File: src/rtl/pc_pkg.sv
// Shared definitions for the fetch-side program-counter generator.
// Default widths, vectors and the redirect source encoding.
package pc_pkg;

  localparam int          XLEN_DEF         = 32;
  localparam int          IALIGN_DEF       = 4;
  localparam logic [31:0] RESET_VECTOR_DEF = 32'h0000_0000;
  localparam logic [31:0] TRAP_VECTOR_DEF  = 32'h0000_0100;

  typedef enum logic [2:0] {
    SRC_SEQ,
    SRC_BRANCH,
    SRC_JUMP,
    SRC_TRAP,
    SRC_PEND
  } redirect_src_t;

endpackage

File: src/rtl/pc_redirect_buf.sv
// One-deep pending redirect slot used while fetch is stalled.
// Newer entries replace older ones unless a trap is already held.
module pc_redirect_buf
  import pc_pkg::*;
#(
  parameter int XLEN = XLEN_DEF
) (
  input  logic            CLK,
  input  logic            RESET,
  input  logic            WR,
  input  logic [XLEN-1:0] WR_TARGET,
  input  logic            WR_TRAP,
  input  logic            CLR,
  output logic            VALID,
  output logic [XLEN-1:0] TARGET,
  output logic            IS_TRAP
);

  logic keep_trap;

  assign keep_trap = VALID && IS_TRAP && !WR_TRAP;

  always_ff @(posedge CLK or negedge RESET) begin
    if (!RESET) begin
      VALID   <= 1'b0;
      TARGET  <= '0;
      IS_TRAP <= 1'b0;
    end else if (CLR) begin
      VALID   <= 1'b0;
      IS_TRAP <= 1'b0;
    end else if (WR && !keep_trap) begin
      VALID   <= 1'b1;
      TARGET  <= WR_TARGET;
      IS_TRAP <= WR_TRAP;
    end
  end

endmodule

File: src/rtl/pc_gen_unit.sv
// Fetch program-counter generator: sequential, branch, jump and trap
// redirects with misalignment trapping and a stall-safe pending slot.
module pc_gen_unit
  import pc_pkg::*;
#(
  parameter int              XLEN         = XLEN_DEF,
  parameter logic [XLEN-1:0] RESET_VECTOR = XLEN'(RESET_VECTOR_DEF),
  parameter logic [XLEN-1:0] TRAP_VECTOR  = XLEN'(TRAP_VECTOR_DEF),
  parameter int              IALIGN       = IALIGN_DEF
) (
  input  logic            CLK,
  input  logic            RESET,
  input  logic            BUSY_WAIT,
  input  logic            CON_BRANCH,
  input  logic [XLEN-1:0] BRANCH_BASE,
  input  logic [XLEN-1:0] BRANCH_OFFSET,
  input  logic            JUMP,
  input  logic [XLEN-1:0] JUMP_BASE,
  input  logic [XLEN-1:0] JUMP_OFFSET,
  input  logic            TRAP,
  output logic [XLEN-1:0] PC,
  output logic [XLEN-1:0] PC_4,
  output logic            PC_VALID,
  output logic            FLUSH,
  output logic            MISALIGN,
  output logic [XLEN-1:0] MISALIGN_ADDR,
  output logic            PENDING
);

  localparam logic [XLEN-1:0] STEP       = XLEN'(IALIGN);
  localparam logic [XLEN-1:0] ALIGN_MASK = XLEN'(IALIGN - 1);
  localparam logic [XLEN-1:0] BIT0_CLR   = ~XLEN'(1);

  redirect_src_t   src;
  redirect_src_t   sel;
  logic [XLEN-1:0] br_tgt;
  logic [XLEN-1:0] jp_tgt;
  logic [XLEN-1:0] raw_tgt;
  logic [XLEN-1:0] req_tgt;
  logic [XLEN-1:0] pc_d;
  logic [XLEN-1:0] pc_q;
  logic [XLEN-1:0] mis_addr_q;
  logic [XLEN-1:0] pend_tgt;
  logic            live;
  logic            req;
  logic            req_trap;
  logic            mis;
  logic            valid_q;
  logic            flush_q;
  logic            mis_q;
  logic            pend_valid;
  logic            pend_trap;
  logic            pend_wr;
  logic            pend_clr;

  assign live = valid_q;

  always_comb begin
    br_tgt  = BRANCH_BASE + BRANCH_OFFSET;
    jp_tgt  = (JUMP_BASE + JUMP_OFFSET) & BIT0_CLR;
    src     = SRC_SEQ;
    raw_tgt = '0;
    priority case (1'b1)
      TRAP: begin
        src     = SRC_TRAP;
        raw_tgt = TRAP_VECTOR;
      end
      JUMP: begin
        src     = SRC_JUMP;
        raw_tgt = jp_tgt;
      end
      CON_BRANCH: begin
        src     = SRC_BRANCH;
        raw_tgt = br_tgt;
      end
      default: ;
    endcase
    req      = live && (src != SRC_SEQ);
    mis      = req && (src != SRC_TRAP) && (|(raw_tgt & ALIGN_MASK));
    req_trap = (src == SRC_TRAP) || mis;
    req_tgt  = req_trap ? TRAP_VECTOR : raw_tgt;
  end

  // A live request always beats the buffered one.
  always_comb begin
    sel  = SRC_SEQ;
    pc_d = pc_q;
    if (live && !BUSY_WAIT) begin
      if (req) begin
        sel  = src;
        pc_d = req_tgt;
      end else if (pend_valid) begin
        sel  = SRC_PEND;
        pc_d = pend_tgt;
      end else begin
        pc_d = pc_q + STEP;
      end
    end
  end

  assign pend_wr  = live && BUSY_WAIT && req;
  assign pend_clr = live && !BUSY_WAIT;

  always_ff @(posedge CLK or negedge RESET) begin
    if (!RESET) begin
      pc_q       <= RESET_VECTOR;
      valid_q    <= 1'b0;
      flush_q    <= 1'b0;
      mis_q      <= 1'b0;
      mis_addr_q <= '0;
    end else begin
      pc_q    <= pc_d;
      valid_q <= 1'b1;
      flush_q <= (sel != SRC_SEQ);
      mis_q   <= mis;
      if (mis) mis_addr_q <= raw_tgt;
    end
  end

  pc_redirect_buf #(
    .XLEN(XLEN)
  ) u_buf (
    .CLK      (CLK),
    .RESET    (RESET),
    .WR       (pend_wr),
    .WR_TARGET(req_tgt),
    .WR_TRAP  (req_trap),
    .CLR      (pend_clr),
    .VALID    (pend_valid),
    .TARGET   (pend_tgt),
    .IS_TRAP  (pend_trap)
  );

  assign PC            = pc_q;
  assign PC_4          = pc_q + STEP;
  assign PC_VALID      = valid_q;
  assign FLUSH         = flush_q;
  assign MISALIGN      = mis_q;
  assign MISALIGN_ADDR = mis_addr_q;
  assign PENDING       = pend_valid;

endmodule

File: config.mk
export PLATFORM = sky130hd
export DESIGN_NAME = pc_gen_unit
export DESIGN_NICKNAME = d
export VERILOG_FILES = /design/src/rtl/pc_pkg.sv /design/src/rtl/pc_redirect_buf.sv /design/src/rtl/pc_gen_unit.sv
export SDC_FILE = /design/constraint.sdc
export NUM_CORES = 1
export LEC_CHECK = 0
export BUFFER_PORTS_ARGS = -buffer_cell sky130_fd_sc_hd__buf_2
export CAP_MARGIN = 40
export CORE_UTILIZATION = 40
export DETAILED_ROUTE_END_ITERATION = 10
export PLACE_DENSITY = 0.69
export SLEW_MARGIN = 30
export SYNTH_ARGS = -nofsm -noshare
export SYNTH_HDL_FRONTEND = slang
export SYNTH_SLANG_ARGS = --single-unit
File: constraint.sdc
create_clock -name CLK -period 3.51 [get_ports CLK]
set_clock_uncertainty 0.15 [all_clocks]
set_input_delay 0.702 -clock CLK [delete_from_list [all_inputs] [get_ports CLK]]
set_output_delay 0.702 -clock CLK [all_outputs]
set_load 0.02 [all_outputs]
==> impl_metrics.env <==
export IMPL_status="finished, final reports clean"
export IMPL_grt_pass1_vias=8072
export IMPL_cp_required_ns=2.66
export IMPL_drcViolationCount=0
export IMPL_syn_nets=1210
export IMPL_period_share=0.9595
export IMPL_pin_count=234
export IMPL_finalSetupViolations=0
export IMPL_track_usage=0.2403
export IMPL_cts_tree="done"
export IMPL_antenna_found_initial=1
export IMPL_power_w=0.004937
export IMPL_hp_class="primary input to async pin"
export IMPL_synth_edf_count=0
export IMPL_drt_iter0_drc=606
export IMPL_slew_violations=0
export IMPL_placed_cells=1528
export IMPL_max_freq_mhz=296.9
export IMPL_synth_area_per_cell_um2=8.422
export IMPL_ys_types=71
export IMPL_path_clk_slew_ns=0.08
export IMPL_n_antenna_cell=0
export IMPL_power_density_nw_per_um2=466.0
export IMPL_coreArea_um2=20960
export IMPL_worstSetupEndpointType="output port"
export IMPL_dp_final_hpwl_um=21430
export IMPL_syn_area_um2=8523
export IMPL_intPower_w=0.002903
export IMPL_via_per_inst=5.582
export IMPL_clock_sinks=101
export IMPL_peakVddDrop_mv=0.2448
export IMPL_clk_path_buf_depth=2
export IMPL_p_sw_frac=0.4120
export IMPL_fin_crit_ns=3.368
export IMPL_cpMostUsedCell="and3_1"
export IMPL_relSlewSlack=0.5621
export IMPL_htree_levels=3
export IMPL_grt_max_degree=51
export IMPL_yosysSeqAreaShare=0.2965
export IMPL_drt_total_wl_um=26480
export IMPL_power_frac_seq=0.339
export IMPL_pre_cts_ws_ns=-0.04540
export IMPL_insertion_delay_ns=0.35
export IMPL_synth_flop_cell="dfrtp_1"
export IMPL_io_buffers=233
export IMPL_utilization=0.5056
export IMPL_cp_slowest_stage_delay_ns=0.45
export IMPL_ys_ff_latch=101
export IMPL_fin_cells=1545
export IMPL_start_kind="flop"
export IMPL_nNetsFinal=1463
export IMPL_start_util=0.4067
export IMPL_hold_viol=0
export IMPL_die_x_um=148.0
export IMPL_worst_slew_pin_slew_ns=0.6568
export IMPL_crit_arrival_ns=2.52
export IMPL_async_flop_share=1.000
export IMPL_worstPathCellList="and3_1, and3_1, and3_1, nand3_1, nor2_1, xor2_1, buf_2"
export IMPL_worstSetupPathType="flop to output port"
export IMPL_wl_per_cell_um=17.14
export IMPL_worst_slack_ns=0.1423
export IMPL_numCtsBuffers=9
export IMPL_p_sw_w=0.002034
export IMPL_p_clk_frac=0.211
export IMPL_syn_to_final_growth_pct=24.30
export IMPL_cts_root_buf="clkbuf_16"
export IMPL_yosysWarnings=0
export IMPL_die_area_um2=21900
export IMPL_die_h_um=148.0
export IMPL_vias=8624
export IMPL_synth_cells=1012
export IMPL_antenna_left=0
export IMPL_gp_congestion=0.8949
export IMPL_critPathSlowestCell="dfrtp_1"
export IMPL_grt_ovfl_total=0
export IMPL_drive_above_1_share=0.2819
export IMPL_comb_power_share=0.450
export IMPL_grt_pass1_wl_um=41890
export IMPL_rsz0062_at_grt="false"
export IMPL_row_count=53
export IMPL_max_cap_violations=0
export IMPL_ctsHoldBuffers=0
export IMPL_crit_fanout=6
export IMPL_p_leak_nw=5.156
export IMPL_dr_pass1_iters=5
[metrics by stage]
stage                     cell area, um2  setup TNS, ns  hold WS (ns)
after global routing               10590              0        0.2782
final                              10590              0        0.2333
after detailed placement           10270       -0.09972        0.3072
after global placement             10270              0        0.3017
after CTS                          10590              0        0.2480
after floorplan                     8523              0        0.2564
[worst paths after layout]
kind / from / end / slack (ns) / cells past startpoint
max in group asynchronous: RESET / PC_VALID$_DFF_PN0_ / 2.17 / 2
setup / recovery: PC[14]$_DFFE_PN0P_ / PC_4[30] / 0.14 / 7
hold / removal: RESET / u_buf.TARGET[10]$_DFFE_PN0P_ / 0.23 / 1
min in group CLK: u_buf.TARGET[6]$_DFFE_PN0P_ / u_buf.TARGET[6]$_DFFE_PN0P_ / 0.32 / 2
setup reg to reg: PC[14]$_DFFE_PN0P_ / PC[28]$_DFFE_PN0P_ / 0.86 / 10
hold reg to reg: u_buf.TARGET[6]$_DFFE_PN0P_ / u_buf.TARGET[6]$_DFFE_PN0P_ / 0.32 / 2
[power groups by stage]
stage	sequential, W	combinational (W)	clock (W)
floorplan	0.00188	0.00119	0
global placement	0.00169	0.00219	0
detailed placement	0.00170	0.00221	0
CTS	0.00168	0.00222	0.00107
global route	0.00171	0.00242	0.00110
finish	0.00167	0.00222	0.00104
[flip-flops by register name, indices dropped and copies added (netlist names)]
name,flops
FLUSH,1
u_buf.VALID,1
PC_VALID,1
PC,32
u_buf.IS_TRAP,1
MISALIGN,1
u_buf.TARGET,32
MISALIGN_ADDR,32
[synthesized netlist by cell type (all sizes together) (10+ instances only)]
master  number  area share
a211oi      10      0.0088
inv         20      0.0088
nand2b      22       0.016
o21bai      12       0.011
o21ai       53       0.032
a21oi       80       0.048
o211ai      22       0.019
clkbuf      33       0.015
o31ai       13       0.013
mux2        22       0.029
xor2        31       0.032
ha          62       0.091
xnor2       52       0.053
a221o       10       0.012
o21a        10      0.0088
dfrtp      101        0.30
nand2      107       0.047
a22o        17       0.017
mux2i       12       0.014
nand4       20       0.015
buf         24       0.015
nor2        80       0.035
a21o        29       0.026
o22ai       14       0.010
a31oi       24       0.018
and3        15       0.012
nor3        17       0.011
nand3       33       0.019
[layer usage]
metal,up-vias,GRT usage,wire length [um]
li1,4229,-,-
met1,4055,0.3419,12650
met2,298,0.3854,11970
met3,40,0.02037,1243
met4,2,0.07423,605
met5,-,0,17
[area by class of cell]
cell class,instances,area [um2]
Sequential cell,101,2529
Timing Repair Buffer,299,1664
Clock buffer,9,225.2
Multi-Input combinational cell,834,5670
Clock inverter,7,86.33
Inverter,20,75.07
Fill cell,2112,10360
Tap cell,275,344.1
[cell families (layout without fill, tap and decap cells)]
family          Yosys count  count (layout)  share of synthesized area
simple gates            321             321                     0.1769
other cells               1               1                  0.0004400
fa+ha+maj                64              64                    0.09571
buf+inv                  77             335                    0.03817
mux                      34              34                    0.04316
flops                   101             101                     0.2965
xor+xnor                 83              83                    0.08529
compound gates          331             331                     0.2638
[timing repair]
item	in CTS	in global routing
setup buffers	0	1
setup endpoints to repair	0	1
gates resized for setup	0	0
[placed cells by master (no fill, tap or decap), types with 7 or more instances in the layout]
cell         n
a211oi_1    10
a21o_1      29
a21oi_1     77
a221o_1     10
a22o_1      17
a31oi_1     24
and2_1       7
and3_1      14
buf_2      232
buf_4       67
clkbuf_16    9
dfrtp_1    100
ha_1        62
inv_1       19
mux2_2      22
mux2i_1     12
nand2_1    107
nand2b_1    22
nand3_1     33
nand4_1     20
nor2_1      80
nor2b_1      9
nor3_1      15
o211ai_1    22
o21a_1      10
o21ai_0     46
o21bai_1    12
o22ai_1     14
o31ai_1     11
xnor2_1     52
xor2_1      31
[worst max-delay path, delay by kind of cell (launching register included)]
family / cells / cell delay [ns]
XOR/XNOR: 1 / 0.27
flip-flops: 1 / 0.45
buffers and inverters: 1 / 0.22
AND/OR/NAND/NOR: 5 / 1.24
Power figures use the tool's default switching activity.
